===== config.mk =====
export PLATFORM = sky130hd
export DESIGN_NAME = pe_row_conv
export DESIGN_NICKNAME = d
export VERILOG_FILES = /design/src/rtl/pe_pkg.sv /design/src/rtl/pe_mac.sv /design/src/rtl/pe_row_conv.sv
export SDC_FILE = /design/constraint.sdc
export NUM_CORES = 2
export LEC_CHECK = 0
export BUFFER_PORTS_ARGS = -buffer_cell sky130_fd_sc_hd__buf_2
export CORE_MARGIN = 2
export CORE_UTILIZATION = 40
export CTS_CLUSTER_SIZE = 16
export DETAILED_ROUTE_END_ITERATION = 6
export PLACE_DENSITY_LB_ADDON = 0.25
export SLEW_MARGIN = 20
export SYNTH_ARGS = -nofsm -noshare
export SYNTH_HDL_FRONTEND = slang
export SYNTH_SLANG_ARGS = --single-unit
export TNS_END_PERCENT = 1

===== constraint.sdc =====
create_clock -name clk -period 10.8 [get_ports clk]
set_input_delay 0.54 -clock clk [delete_from_list [all_inputs] [get_ports clk]]
set_output_delay 0.54 -clock clk [all_outputs]
set_load 0.005 [all_outputs]

===== src/rtl/pe_pkg.sv =====
// Shared types and default sizing for the row-stationary processing element.
package pe_pkg;

  localparam int D_WIDTH     = 32;
  localparam int IACT_SIZE   = 5;
  localparam int KERNEL_SIZE = 3;
  localparam int NUM_OUT     = IACT_SIZE - KERNEL_SIZE + 1;

  typedef enum logic [2:0] {
    IDLE,
    LOAD_IACT,
    IACT_DONE,
    LOAD_WEIGHT,
    WEIGHT_DONE,
    COMPUTE,
    DONE
  } state_t;

  // Index width for an n-entry array, never narrower than one bit.
  function automatic int idx_width(input int n);
    return (n > 1) ? $clog2(n) : 1;
  endfunction

endpackage


===== src/rtl/pe_mac.sv =====
// Combinational multiply-accumulate, wrapping modulo 2^d_width.
module pe_mac #(
  parameter int d_width = 32
) (
  input  logic [d_width-1:0] acc,
  input  logic [d_width-1:0] a,
  input  logic [d_width-1:0] b,
  output logic [d_width-1:0] sum
);

  logic [d_width-1:0] prod;

  assign prod = a * b;
  assign sum  = acc + prod;

endmodule


===== src/rtl/pe_row_conv.sv =====
// Row-stationary PE: serially loads an activation row and a filter row, then
// runs a 1-D valid convolution one MAC per cycle into parallel psum registers.
//
// state       | meaning
// IDLE        | waiting for start; flags and outputs hold last run
// LOAD_IACT   | capture one activation word per cycle
// IACT_DONE   | one gap cycle so the producer can switch to weights
// LOAD_WEIGHT | capture one filter word per cycle
// WEIGHT_DONE | one gap cycle before compute
// COMPUTE     | psum[o] += iact[o+j] * w[j], j inner, o outer
// DONE        | results stable; leave once start drops
module pe_row_conv
  import pe_pkg::*;
#(
  parameter int d_width     = D_WIDTH,
  parameter int iact_size   = IACT_SIZE,
  parameter int kernel_size = KERNEL_SIZE
) (
  input  logic               clk,
  input  logic               rst_n,
  input  logic               start,
  input  logic [d_width-1:0] iact,
  input  logic [d_width-1:0] weight,
  output logic               load_iact,
  output logic               load_weight,
  output logic               done,
  output logic [d_width-1:0] pe_out0,
  output logic [d_width-1:0] pe_out1,
  output logic [d_width-1:0] pe_out2
);

  localparam int num_out = iact_size - kernel_size + 1;
  localparam int kw      = idx_width(iact_size);
  localparam int jw      = idx_width(kernel_size);
  localparam int ow      = idx_width(num_out);

  state_t state, state_nxt;

  logic [d_width-1:0] iact_buf [iact_size];
  logic [d_width-1:0] w_buf    [kernel_size];
  logic [d_width-1:0] psum     [num_out];

  logic [kw-1:0] k_cnt;
  logic [jw-1:0] j_cnt;
  logic [ow-1:0] o_cnt;
  logic [kw-1:0] tap;
  logic          k_last, j_last, o_last;
  logic [d_width-1:0] mac_sum;

  assign k_last = (k_cnt == kw'(iact_size - 1));
  assign j_last = (j_cnt == jw'(kernel_size - 1));
  assign o_last = (o_cnt == ow'(num_out - 1));
  assign tap    = kw'(o_cnt) + kw'(j_cnt);

  pe_mac #(.d_width(d_width)) u_mac (
    .acc (psum[o_cnt]),
    .a   (iact_buf[tap]),
    .b   (w_buf[j_cnt]),
    .sum (mac_sum)
  );

  always_ff @(posedge clk or negedge rst_n) begin
    if (!rst_n) state <= IDLE;
    else        state <= state_nxt;
  end

  always_comb begin
    state_nxt = state;
    unique case (state)
      IDLE:        if (start) state_nxt = LOAD_IACT;
      LOAD_IACT:   if (k_last) state_nxt = IACT_DONE;
      IACT_DONE:   state_nxt = LOAD_WEIGHT;
      LOAD_WEIGHT: if (j_last) state_nxt = WEIGHT_DONE;
      WEIGHT_DONE: state_nxt = COMPUTE;
      COMPUTE:     if (o_last && j_last) state_nxt = DONE;
      DONE:        if (!start) state_nxt = IDLE;
      default:     state_nxt = IDLE;
    endcase
  end

  // j_cnt doubles as the weight-load index and the inner compute index.
  always_ff @(posedge clk or negedge rst_n) begin
    if (!rst_n) begin
      load_iact   <= 1'b0;
      load_weight <= 1'b0;
      done        <= 1'b0;
      k_cnt       <= '0;
      j_cnt       <= '0;
      o_cnt       <= '0;
      for (int i = 0; i < iact_size; i++)   iact_buf[i] <= '0;
      for (int i = 0; i < kernel_size; i++) w_buf[i]    <= '0;
      for (int i = 0; i < num_out; i++)     psum[i]     <= '0;
    end else begin
      unique case (state)
        IDLE: begin
          if (start) begin
            load_iact   <= 1'b0;
            load_weight <= 1'b0;
            done        <= 1'b0;
            k_cnt       <= '0;
            j_cnt       <= '0;
            o_cnt       <= '0;
            for (int i = 0; i < num_out; i++) psum[i] <= '0;
          end
        end
        LOAD_IACT: begin
          iact_buf[k_cnt] <= iact;
          if (k_last) begin
            k_cnt     <= '0;
            load_iact <= 1'b1;
          end else begin
            k_cnt <= k_cnt + 1'b1;
          end
        end
        LOAD_WEIGHT: begin
          w_buf[j_cnt] <= weight;
          if (j_last) begin
            j_cnt       <= '0;
            load_weight <= 1'b1;
          end else begin
            j_cnt <= j_cnt + 1'b1;
          end
        end
        COMPUTE: begin
          psum[o_cnt] <= mac_sum;
          if (j_last) begin
            j_cnt <= '0;
            if (o_last) begin
              o_cnt <= '0;
              done  <= 1'b1;
            end else begin
              o_cnt <= o_cnt + 1'b1;
            end
          end else begin
            j_cnt <= j_cnt + 1'b1;
          end
        end
        default: ;
      endcase
    end
  end

  assign pe_out0 = psum[0];
  assign pe_out1 = psum[1];
  assign pe_out2 = psum[2];

endmodule


==> out/metrics.cfg <==
[logic_synthesis]
async_flop_share_pct = 100
synth_area_per_cell_um2 = 10.1
ys_seq_area_share_pct = 27.7
synth_nets = 3911
yosysTopAreaCell = dfrtp_1
yosys_warnings = 0
ys_ff_latch = 365
synth_cells = 3278
synth.distinct_cells = 71
synth_edf_count = 0
synth_top_cell_area_share_pct = 27.7
synth_top_flop_cell = dfrtp_1
synth_area_leaders = dfrtp_1 28%, fa_1 27%, mux2_2 9.6%, inv_1 5.7%, ha_1 4.8%
synth_area_um2 = 33000

[drt]
drc_errors = 0
finalWirelength_mm = 98.3
via_per_inst = 5.27
first_iter_violations = 1698
ant_nets = 0
num_vias = 23700
drt-wirelength-per-cell_um = 21.8
first_pass_iters = 5

[worst_setup_path]
ff2ff_path_depth = 32
slowest_stage = ha_4
worstSetupEndpointType = flip-flop
cp.arrival_ps = 10760
path_class = flip-flop to flip-flop
start_kind = flip-flop
critPathBufInv = 8
r2r_slack_ps = 450
rr_endpoint = pe_out0[31]$_DFFE_PN0P_
slowest_delay_ps = 810
cp_common_cell = fa_1
path_delay_family = adder cells
worst_r2r_startpoint = j_cnt[0]$_DFFE_PN0P_
required_ps = 11220
path_max_fanout = 49

[global_routing]
grt_use_total_pct = 23.7
grt_pass1_wl_mm = 154
grt_pass1_vias = 25300
grt_overflow = 0
grt_antenna_before_repair = 3
grt_max_degree = 140

[sta]
rsz0062_at_grt = no
timing.hold.ws_ps = 18.7
slew_headroom_pct = 23.9
worst-slew-pin-transition_ps = 1140
setup_viol = 0
finClkSkew_ps = 19.8
hold_viol = 0
setup_ws_ps = 453
period_share_pct = 95.8
post-route-min-period_ps = 10350
maxSlewViolCount = 0
setup_tns_ps = 0
fmax_ghz = 0.0966

[placement]
numPortBuffers = 165
pre_cts_slack_ps = 616
dp_hpwl_mm = 76.2
place_congestion = 0.927
dpl.cell_count = 4428

[die]
io_pins = 166
core-area_um2 = 81800
die_y_um = 291
die_area_um2 = 84900
start_util_pct = 40.3
die-width_um = 291
num_rows = 105

[job]
cap_violations = 0

[min_path]
hp-class = input port to asynchronous set/reset pin

[cells_and_area]
area_growth_syn_to_layout_pct = 10.9
diodes = 0
drive_above_1_share_pct = 19.6
design.final.nets = 4035
final_cells = 4503
fillerInstances = 7862

[clock_network]
cts_hold_buffers = 0
clkTransAtPathRegs_ps = 60
cts_tree = done
cts-buffers-inserted = 42
ctsHtreeMaxLevel = 2
cts_resized = 0
clk_path_buf_depth = 3
cts_sinks = 365
clkLatencyLatePin_ps = 590
cts_root_buffer = clkbuf_16
post_cts_buffers = 0

[outcome]
status = finished, final reports clean

-- synth_stat cells, types with 3 or more instances --
library cell,count
a221oi_1,7
o22ai_2,5
and2_1,7
buf_1,27
buf_2,14
nor2_1,400
a22oi_1,5
or2_2,23
xor2_1,16
mux2i_1,89
clkbuf_1,114
mux2_2,282
o22a_1,7
nand3_1,95
o21bai_1,4
a31oi_1,5
fa_1,439
mux2_1,7
buf_6,7
ha_1,127
a211oi_1,5
a21o_1,25
inv_1,505
xnor2_1,65
mux2_4,3
nor3_1,7
nand2_1,240
o22ai_1,5
a21oi_2,5
nand2b_1,75
o21ai_1,4
a22o_1,12
o21a_1,7
or2b_1,3
nor2b_1,26
o21ai_0,101
dfrtp_1,365
a21oi_1,96
buf_4,4
a22oi_2,3
-- worst max path at each step --
stage,from,to,slack (ps),depth (start not counted)
after floorplan,o_cnt[1]$_DFFE_PN0P_,pe_out2[31]$_DFFE_PN0P_,1290,36
after global placement,j_cnt[0]$_DFFE_PN0P_,pe_out0[31]$_DFFE_PN0P_,780,32
after detailed placement,j_cnt[0]$_DFFE_PN0P_,pe_out0[31]$_DFFE_PN0P_,620,32
after CTS,j_cnt[0]$_DFFE_PN0P_,pe_out0[31]$_DFFE_PN0P_,580,32
after global routing,j_cnt[0]$_DFFE_PN0P_,pe_out0[31]$_DFFE_PN0P_,80,29
final,j_cnt[0]$_DFFE_PN0P_,pe_out0[31]$_DFFE_PN0P_,450,32
-- registers in the layout, indices dropped and copies added (netlist names) --
name         cells
iact_buf       160
w_buf           96
pe_out0         32
pe_out1         32
pe_out2         32
k_cnt            3
state            3
j_cnt            2
o_cnt            2
done             1
load_iact        1
load_weight      1
-- cell usage in the layout (no fill, tap or decap), types with 92 or more instances in the layout --
master / count
nor2_1: 398
mux2_2: 282
nand3_1: 92
inv_1: 505
buf_2: 164
fa_1: 438
ha_1: 126
o21ai_0: 99
dfrtp_1: 363
nand2_1: 239
-- routing by layer --
layer,wire length (um),up-vias,track usage (%),part of all wire (%)
met1,43000,12300,32.1,44
met2,47100,689,39.4,48
met3,5200,146,3.40,5.3
li1,-,10600,-,-
met4,2970,6,7.04,3.0
met5,38,-,0,0.039
-- through the flow --
| stage | utilization [%] | instance area, um^2 |
|---|---|---|
| after floorplan | - | 33000 |
| after global placement | 43.0 | 35200 |
| after detailed placement | 43.0 | 35200 |
| after CTS | 44.7 | 36600 |
| after global routing | 44.7 | 36600 |
| final | 44.7 | 36600 |
-- layout make-up --
| cell class | count | area (um^2) | share of cell area [%] |
|---|---|---|---|
| Sequential cell | 365 | 9140 | 25.0 |
| Tap cell | 1070 | 1340 | 3.66 |
| Clock inverter | 14 | 195 | 0.533 |
| Timing Repair Buffer | 249 | 1480 | 4.04 |
| Multi-Input combinational cell | 2239 | 21300 | 58.3 |
| Inverter | 505 | 1900 | 5.18 |
| Clock buffer | 61 | 1220 | 3.34 |
-- worst reg2reg max path: cells and delay by family (launching register included) --
family	cells	cell delay, ps
flip-flops	1	420
AND/OR/NAND/NOR	5	1180
XOR/XNOR	1	410
AO/OA/AOI/OAI	8	2470
adder cells (fa/ha/maj)	10	5020
buffers and inverters	8	690
-- logic make-up (layout without fill, tap and decap cells) --
logic type	count (synthesis)	count (layout)	share of synthesized area [%]
fa+ha+maj	566	566	31.4
compound gates	312	312	5.94
xor+xnor	84	84	2.33
flops	365	365	27.7
mux	383	383	12.8
simple gates	894	894	11.8
buf+inv	674	829	8.04
Power is not shown: default switching activity piles up to over one toggle a cycle in this logic, so the estimate is an artifact.
